===== config.mk =====
export PLATFORM = sky130hd
export DESIGN_NAME = cache_burst_transfer
export DESIGN_NICKNAME = d
export VERILOG_FILES = /design/src/rtl/cache_burst_transfer.sv
export SDC_FILE = /design/constraint.sdc
export NUM_CORES = 2
export LEC_CHECK = 0
export ABC_CLOCK_PERIOD_IN_PS = 50800
export CORE_AREA = 2 2 481 483
export CTS_CLUSTER_SIZE = 12
export DETAILED_ROUTE_END_ITERATION = 8
export DIE_AREA = 0 0 483 485
export PLACE_DENSITY_LB_ADDON = 0.12
export SETUP_SLACK_MARGIN = 0.05
export SYNTH_ARGS = -nofsm -noshare
export SYNTH_HDL_FRONTEND = slang
export SYNTH_SLANG_ARGS = --single-unit

===== constraint.sdc =====
create_clock -name clk -period 50.8 [get_ports clk]
set_input_delay 10.16 -clock clk [delete_from_list [all_inputs] [get_ports clk]]
set_output_delay 10.16 -clock clk [all_outputs]
set_load 0.02 [all_outputs]

===== src/rtl/cache_burst_transfer.sv =====
// Moves one cache line between the cache and an AXI master, one beat at a time (refill or writeback).
// Define CACHE_BURST_WRAP_EN for critical-word-first (wrap) beat order and the o_critical_valid output.
module cache_burst_transfer #(
  parameter  int AXI_DATA_WIDTH = 32,
  parameter  int AXI_ADDR_WIDTH = 64,
  parameter  int BLOCK_WIDTH    = 512,
  localparam int BEATS          = BLOCK_WIDTH / AXI_DATA_WIDTH,
  localparam int BYTES          = AXI_DATA_WIDTH / 8,
  localparam int IDX_W          = $clog2(BEATS)
) (
  input  logic                      clk,
  input  logic                      arst,
  input  logic                      i_start_read,
  input  logic                      i_start_write,
  input  logic [AXI_ADDR_WIDTH-1:0] i_addr_cache,
  input  logic [BLOCK_WIDTH-1:0]    i_data_block_cache,
  input  logic                      i_beat_done,
  input  logic [AXI_DATA_WIDTH-1:0] i_data_axi,
  input  logic                      i_axi_error,
  output logic                      o_busy,
  output logic                      o_done,
  output logic                      o_error,
  output logic                      o_last,
  output logic [IDX_W-1:0]          o_beat_idx,
  output logic [AXI_ADDR_WIDTH-1:0] o_addr_axi,
  output logic [AXI_DATA_WIDTH-1:0] o_data_axi,
  output logic [BLOCK_WIDTH-1:0]    o_data_block_cache
`ifdef CACHE_BURST_WRAP_EN
  ,
  output logic                      o_critical_valid
`endif
);

  localparam int OFF_LSB  = $clog2(BYTES);
  localparam int LINE_LSB = $clog2(BLOCK_WIDTH / 8);
  localparam int SUM_W    = IDX_W + 1;
  localparam logic [SUM_W-1:0]          BEATS_S   = SUM_W'(BEATS);
  localparam logic [IDX_W-1:0]          LAST_N    = IDX_W'(BEATS - 1);
  localparam logic [AXI_ADDR_WIDTH-1:0] LINE_MASK = AXI_ADDR_WIDTH'((BLOCK_WIDTH / 8) - 1);

  localparam logic [1:0] S_IDLE  = 2'd0;
  localparam logic [1:0] S_READ  = 2'd1;
  localparam logic [1:0] S_WRITE = 2'd2;
  localparam logic [1:0] S_DONE  = 2'd3;

  logic [1:0]                state_q, state_d;
  logic [AXI_ADDR_WIDTH-1:0] base_q, base_d;
  logic [IDX_W-1:0]          offset_q, offset_d;
  logic [IDX_W-1:0]          n_q, n_d;
  logic [BLOCK_WIDTH-1:0]    wline_q, wline_d;
  logic [BLOCK_WIDTH-1:0]    rline_q, rline_d;
  logic                      error_q, error_d;
  logic [SUM_W-1:0]          idx_sum_s;
  logic [IDX_W-1:0]          idx_s;
  logic                      busy_s;
  logic                      last_s;

  // Beat index wraps at the line boundary: (offset + n) mod BEATS.
  always_comb begin
    idx_sum_s = {1'b0, offset_q} + {1'b0, n_q};
    if (idx_sum_s >= BEATS_S) begin
      idx_s = IDX_W'(idx_sum_s - BEATS_S);
    end else begin
      idx_s = IDX_W'(idx_sum_s);
    end
    busy_s = (state_q == S_READ) || (state_q == S_WRITE);
    last_s = busy_s && (n_q == LAST_N);
  end

  // Next-state and datapath update.
  always_comb begin
    state_d  = state_q;
    base_d   = base_q;
    offset_d = offset_q;
    n_d      = n_q;
    wline_d  = wline_q;
    rline_d  = rline_q;
    error_d  = error_q;
    case (state_q)
      S_IDLE: begin
        if (i_start_write || i_start_read) begin
          state_d = i_start_write ? S_WRITE : S_READ;
          base_d  = i_addr_cache & ~LINE_MASK;
`ifdef CACHE_BURST_WRAP_EN
          offset_d = i_addr_cache[LINE_LSB-1:OFF_LSB];
`else
          offset_d = '0;
`endif
          n_d     = '0;
          wline_d = i_data_block_cache;
          error_d = 1'b0;
        end else begin
          state_d = S_IDLE;
        end
      end
      S_READ, S_WRITE: begin
        if (i_beat_done) begin
          if (state_q == S_READ) begin
            rline_d[idx_s*AXI_DATA_WIDTH +: AXI_DATA_WIDTH] = i_data_axi;
          end else begin
            rline_d = rline_q;
          end
          if (i_axi_error) begin
            error_d = 1'b1;
          end else begin
            error_d = error_q;
          end
          // Counter saturates at the final beat; termination comes from the compare.
          if (last_s || i_axi_error) begin
            state_d = S_DONE;
          end else begin
            n_d = n_q + IDX_W'(1);
          end
        end else begin
          state_d = state_q;
        end
      end
      S_DONE:  state_d = S_IDLE;
      default: state_d = S_IDLE;
    endcase
  end

  // State and datapath registers.
  always_ff @(posedge clk or posedge arst) begin
    if (arst) begin
      state_q  <= S_IDLE;
      base_q   <= '0;
      offset_q <= '0;
      n_q      <= '0;
      wline_q  <= '0;
      rline_q  <= '0;
      error_q  <= 1'b0;
    end else begin
      state_q  <= state_d;
      base_q   <= base_d;
      offset_q <= offset_d;
      n_q      <= n_d;
      wline_q  <= wline_d;
      rline_q  <= rline_d;
      error_q  <= error_d;
    end
  end

  // Output decode from registered state.
  always_comb begin
    o_busy             = busy_s;
    o_done             = (state_q == S_DONE);
    o_error            = error_q;
    o_last             = last_s;
    o_beat_idx         = idx_s;
    o_addr_axi         = base_q + (AXI_ADDR_WIDTH'(idx_s) << OFF_LSB);
    o_data_block_cache = rline_q;
    if (state_q == S_WRITE) begin
      o_data_axi = wline_q[idx_s*AXI_DATA_WIDTH +: AXI_DATA_WIDTH];
    end else begin
      o_data_axi = '0;
    end
  end

`ifdef CACHE_BURST_WRAP_EN
  logic crit_q, crit_d;

  // First refill beat carries the requested word, so flag it for an early restart.
  always_comb begin
    crit_d = (state_q == S_READ) && i_beat_done && (n_q == '0);
  end

  // Critical-word pulse register.
  always_ff @(posedge clk or posedge arst) begin
    if (arst) begin
      crit_q <= 1'b0;
    end else begin
      crit_q <= crit_d;
    end
  end

  assign o_critical_valid = crit_q;
`endif

endmodule


After elaboration in Yosys (flattened, before gate mapping)
Index checks and enable logic that the tools add are counted.

word-level totals
  logic and storage cells = 51
  bits in registers = 1,089
  bits of input ports = 614

operators by class
  $add $sub $neg = 4
  reductions and logical operators = 12
  magnitude comparators = 1
  equality and inequality tests = 9
  multiplexer cells = 16
  shift operators = 3

operators with widths
  operator                                                           count
  bitwise mux 512 bit                                                1
  variable shift 32 x 34 -> 512 bit, first input constant            1
  variable part select 32 x 34 -> 512 bit                            1
  variable part select 512 x 10 -> 32 bit                            1
  adder 64 x 6 -> 64 bit                                             1
  negator 9 -> 34 bit                                                1
  2-to-1 mux 32 bit                                                  1
  2-to-1 mux 4 bit                                                   4
  != test 2 bit, second input constant                               5
  2-to-1 mux 2 bit                                                   4
  case mux 4 bit (2 select lines)                                    1
  AND reduction 4 bit                                                2
  case mux 2 bit (3 select lines)                                    1
  greater-or-equal comparator 4 x 5 -> 1 bit, second input constant  1
  adder 4 x 1 -> 4 bit, second input constant                        1
  == test 2 bit, second input constant                               2
  == test 4 bit, second input constant                               1
  AND reduction 2 bit                                                2
  subtractor 4 x 1 -> 4 bit, second input constant                   1
  logical OR 1 bit                                                   3
  2-to-1 mux 1 bit                                                   3
  AND reduction 3 bit                                                1
  == test 2 x 1 -> 1 bit, second input constant                      1
  logical NOT 2 bit                                                  1
  4 further kinds                                                    4

Logic depth before layout (Yosys ltp)
  depth after elaboration = 7
  depth in mapped cells = 13
  mapped depth without buffers = 6

Worst setup path before layout
OpenSTA, ideal clock, no wires.

  path kind = register -> output
  start point = reg n_q[0]
  end point = out o_data_axi[10]
  cell stages (with the launch flop) = 8
  required time = 40,640 ps
  path slack = 38,385 ps
  path buffers = 3
  arrival time = 2,255 ps
  path through = dfrtp_1 buf_2 buf_2 buf_2 mux2i_1 a22oi_1 a22o_1 a221o_1

on the way
  word-level cells in the longest chain between the ends = 4
  elaborated cells on any way between the ends = 5

RTL lines
  element                                                                                  RTL line  RTL
  start, declared                                                                          49        logic [IDX_W-1:0] n_q, n_d;
  start signal, assigned                                                                   137       n_q <= n_d;
  subtractor 4 x 1 -> 4 bit or greater-or-equal comparator 4 x 5 -> 1 bit (tied branches)  62, 61
  2-to-1 mux 4 bit (*)                                                                     61        if (idx_sum_s >= BEATS_S) begin
  variable part select 512 x 10 -> 32 bit (*)                                              154       o_data_axi = wline_q[idx_s*AXI_DATA_WIDTH +: AXI_DATA_WIDTH];
  2-to-1 mux 32 bit (*)                                                                    153       if (state_q == S_WRITE) begin
  end, declared                                                                            26        output logic [AXI_DATA_WIDTH-1:0] o_data_axi,

Mark *: on every way between the ends. The rest lies on a longest branch, timed or not.

Final worst setup path
  start point = in i_start_read
  end point = reg wline_q[297]

on the way
  word-level cells in the longest chain between the ends = 2

RTL lines
  element                               RTL line  RTL
  start, declared                       13        input logic i_start_read,
  logical OR 1 bit                      81        if (i_start_write || i_start_read) begin
  AND reduction 2 bit (no source line)  -
  end signal, assigned                  138       wline_q <= wline_d;
  end, declared                         50        logic [BLOCK_WIDTH-1:0] wline_q, wline_d;

No other way between the ends.
A chain may end at the register's enable or synchronous reset.

==> summary.txt <==
First DRT Iteration DRCs = 1,709
Root Driver = clkbuf_16
f_max = 64.3 MHz
Worst path slowest cell = buf_4
crit-path cells = clkdlybuf4s50_1, o21ai_4, buf_4, buf_4, buf_4, buf_4, buf_4, mux2_2
number of buffers added on ports = 1,221
CTS tree = yes
Synth Flop Type = dfrtp_1
CP endpoint = wline_q[297]
Area Growth Syn to Fin = 44.4%
required time of the critical path = 51.45 ns
total wire length = 218 mm
asr flop ratio synth = 1.00
sequential area share after synthesis = 0.591
CTS Buf Count = 142
final hold slack = 0.473 ns
gp weighted congestion = 0.774
minimum clock period = 15.55 ns
R2R Path Start = state_q[0]
clock skew = 0.0195 ns
Netlist cell types = 51
drt via density = 4.30
RSZ-0062 raised after global routing = false
combinational share of power = 0.371
Crit. End Element = flip-flop
arrival time of the worst setup path = 16.20 ns
Pwr Total = 0.00367 W
# clock sinks = 1,089
critical path type = primary input to flip-flop
outcome = finished, final reports clean
CTS HTree Levels = 4
CTS max path bufs = 3
DP Cell Count = 7,597
IO Count = 1,230
DRC = 0
fin cells = 7,895
reg2reg end = wline_q[297]
initial antenna violation count = 136
FF-to-FF path depth = 9
vias in the first global route = 35,200
Seq pwr share = 0.350
Critical Path Source Type = primary input
GRT Util Overall = 0.182
P_sw = 0.00128 W
Die ar. = 234,000 µm²
Reg2Reg Setup Slack = 44.88 ns
ranking of synthesized cells by area = dfrtp_1 59%, mux2_2 15%, mux4_2 4.7%
postcts setup bufs = 0
CP Buf/Inv Count = 6
Hold Path Class = flip-flop to flip-flop
CP max FO = 73
cell depth of the worst setup path = 8
Final HPWL DP = 159 mm
Least-Margin Pin Slew = 1.30 ns
CP top delay family = buffers and inverters
hold buffers post-CTS = 0
start point of the critical path = i_start_read
Lkg Pwr = 27.2 nW
drt wl/cell = 27.6 µm
switch share = 0.349
Pins Over Slew Limit = 0
cell area after synthesis = 46,100 µm²
layout cells sized above 1 = 0.224
fin util = 0.291
Fin Setup TNS = 0 ns
routed vias = 33,900
Most Frequent Cell on Critical Path = buf_4
post_cts resized = 0
final setup fails = 0
largest net degree at the start of global routing = 172
pwr dens = 55.1 nW/µm²
Layout Nets = 5,340
CP max stage delay = 0.88 ns
Chip Width = 483 µm
antenna viol nets, final = 0
Slew headroom = 0.130
period utilization = 0.306
Max Cap Violations = 0
hold wc startpoint = o_data_block_cache[447]
VDD IR-drop max = 0.0335 mV
Die Span Y = 485 µm
Pre-antenna DRT Iters = 7
clock power share = 0.279
CORE AREA = 229,000 µm²
Post-synth EDFFs = 0
Avg Synthesized Cell Area = 13.0 µm²
first-pass GRT wire length = 300 mm
Initial Utilization = 0.201
Synth Instances = 3,556
top cell type's share of synthesized area = 0.591
P_int = 0.00239 W
Core Rows = 176
Synth area leader = dfrtp_1
clock transition at the registers of the reported paths = 0.05 ns
grt ovf = 0
Clk Latency, worst-skew pair = 0.79 ns
Seq cells post-synth = 1,089
Fin. Hold Viols = 0
Yosys warning count = 0
[Yosys cell counts (2+ instances only)]
master     count
nand2_1      472
and2_1         3
nand4_1       10
nor3b_1        2
nand3b_1       2
nand2b_1       4
buf_2         55
a22oi_1       32
o21ai_1       11
nor3_1         6
mux2_1         3
nor2b_1        4
ha_1          11
buf_4         18
o21ai_0      264
and3_1        98
a221o_1       32
mux2i_1       96
inv_1         71
and4_1         2
buf_1          3
a22o_1        82
buf_6          5
mux2_2       633
a21oi_1        3
nand3_1       62
o31ai_1      128
o2111ai_2      2
dfrtp_1     1089
nor2_1        10
clkbuf_1     219
nor3_2         6
mux4_2        96
nor3_4         2
o2111ai_1      4
[cell usage in the layout (no fill, tap or decap), types with 70 or more instances in the layout]
master,count
a22o_1,82
and3_1,98
buf_4,91
clkbuf_16,150
clkdlybuf4s50_1,1215
dfrtp_1,1086
inv_1,70
mux2_2,633
mux2i_1,96
mux4_2,96
nand2_1,471
o21ai_0,264
o31ai_1,128
[cell type report]
cell class,instances,area (µm²)
Fill cell,23700,162000
Sequential cell,1089,27300
Multi-Input combinational cell,2097,17500
Timing Repair Buffer,1314,12900
Clock buffer,222,4290
Tap cell,3026,3790
Clock inverter,29,400
Inverter,71,274
Antenna cell,47,118
[cells by family (layout without fill, tap and decap cells)]
| family | Yosys count | after routing | synth area share |
|---|---|---|---|
| AOI/OAI and AO/OA | 565 | 565 | 0.0817 |
| xor gates and xnor gates | 2 | 2 | 0.000543 |
| adders and majority gates | 11 | 11 | 0.00298 |
| buffers and inverters | 371 | 1636 | 0.0340 |
| DFF | 1089 | 1089 | 0.591 |
| muxes | 828 | 828 | 0.223 |
| other | 1 | 49 | 0.0000813 |
| and+or+nand+nor | 689 | 689 | 0.0668 |
[worst register-to-register path, stage by stage, from the launching register on]
cell and delay [ns]:
dfrtp_1 0.38, inv_1 0.09, ha_1 0.26, o21ai_4 0.39
buf_4 0.78, buf_4 0.94, buf_4 0.89, buf_4 0.84
buf_4 0.79, mux2_2 0.45
[worst min path at each step]
stage                                    to  depth (start not counted)
finish              o_data_block_cache[447]                          2
global route        o_data_block_cache[211]                          2
CTS                 o_data_block_cache[330]                          2
detailed placement  o_data_block_cache[330]                          2
global placement    o_data_block_cache[168]                          2
floorplan                       wline_q[64]                          1
[metal layers]
metal,global-route usage,share of wire,vias to the layer above
met2,0.313,0.50,1120
li1,-,-,15100
met1,0.205,0.38,17200
met3,0.0859,0.10,366
met4,0.0373,0.018,156
met5,0,0.0043,-
[state kept, by name, summed over array words and instances (netlist names)]
signal	flops
o_data_block_cache	512
o_error	1
base_q	58
state_q	2
wline_q	512
n_q	4
[power groups by stage]
stage                     clock [W]  combinational [W]  sequential, W
after CTS                   0.00107            0.00140        0.00129
final                       0.00102            0.00136        0.00128
after floorplan                   0           0.000804        0.00131
after global routing        0.00110            0.00146        0.00132
after global placement            0            0.00139        0.00129
after detailed placement          0            0.00140        0.00130
[per-stage QoR]
step           area [µm²]  setup WS, ns
2_1_floorplan       46100          9.98
3_3_place_gp        61800         34.35
3_5_place_dp        61800         34.34
4_1_cts             66500         35.19
5_1_grt             66500         34.87
6_report            66600         35.25
Note: power is estimated with default switching activity, not from simulation.
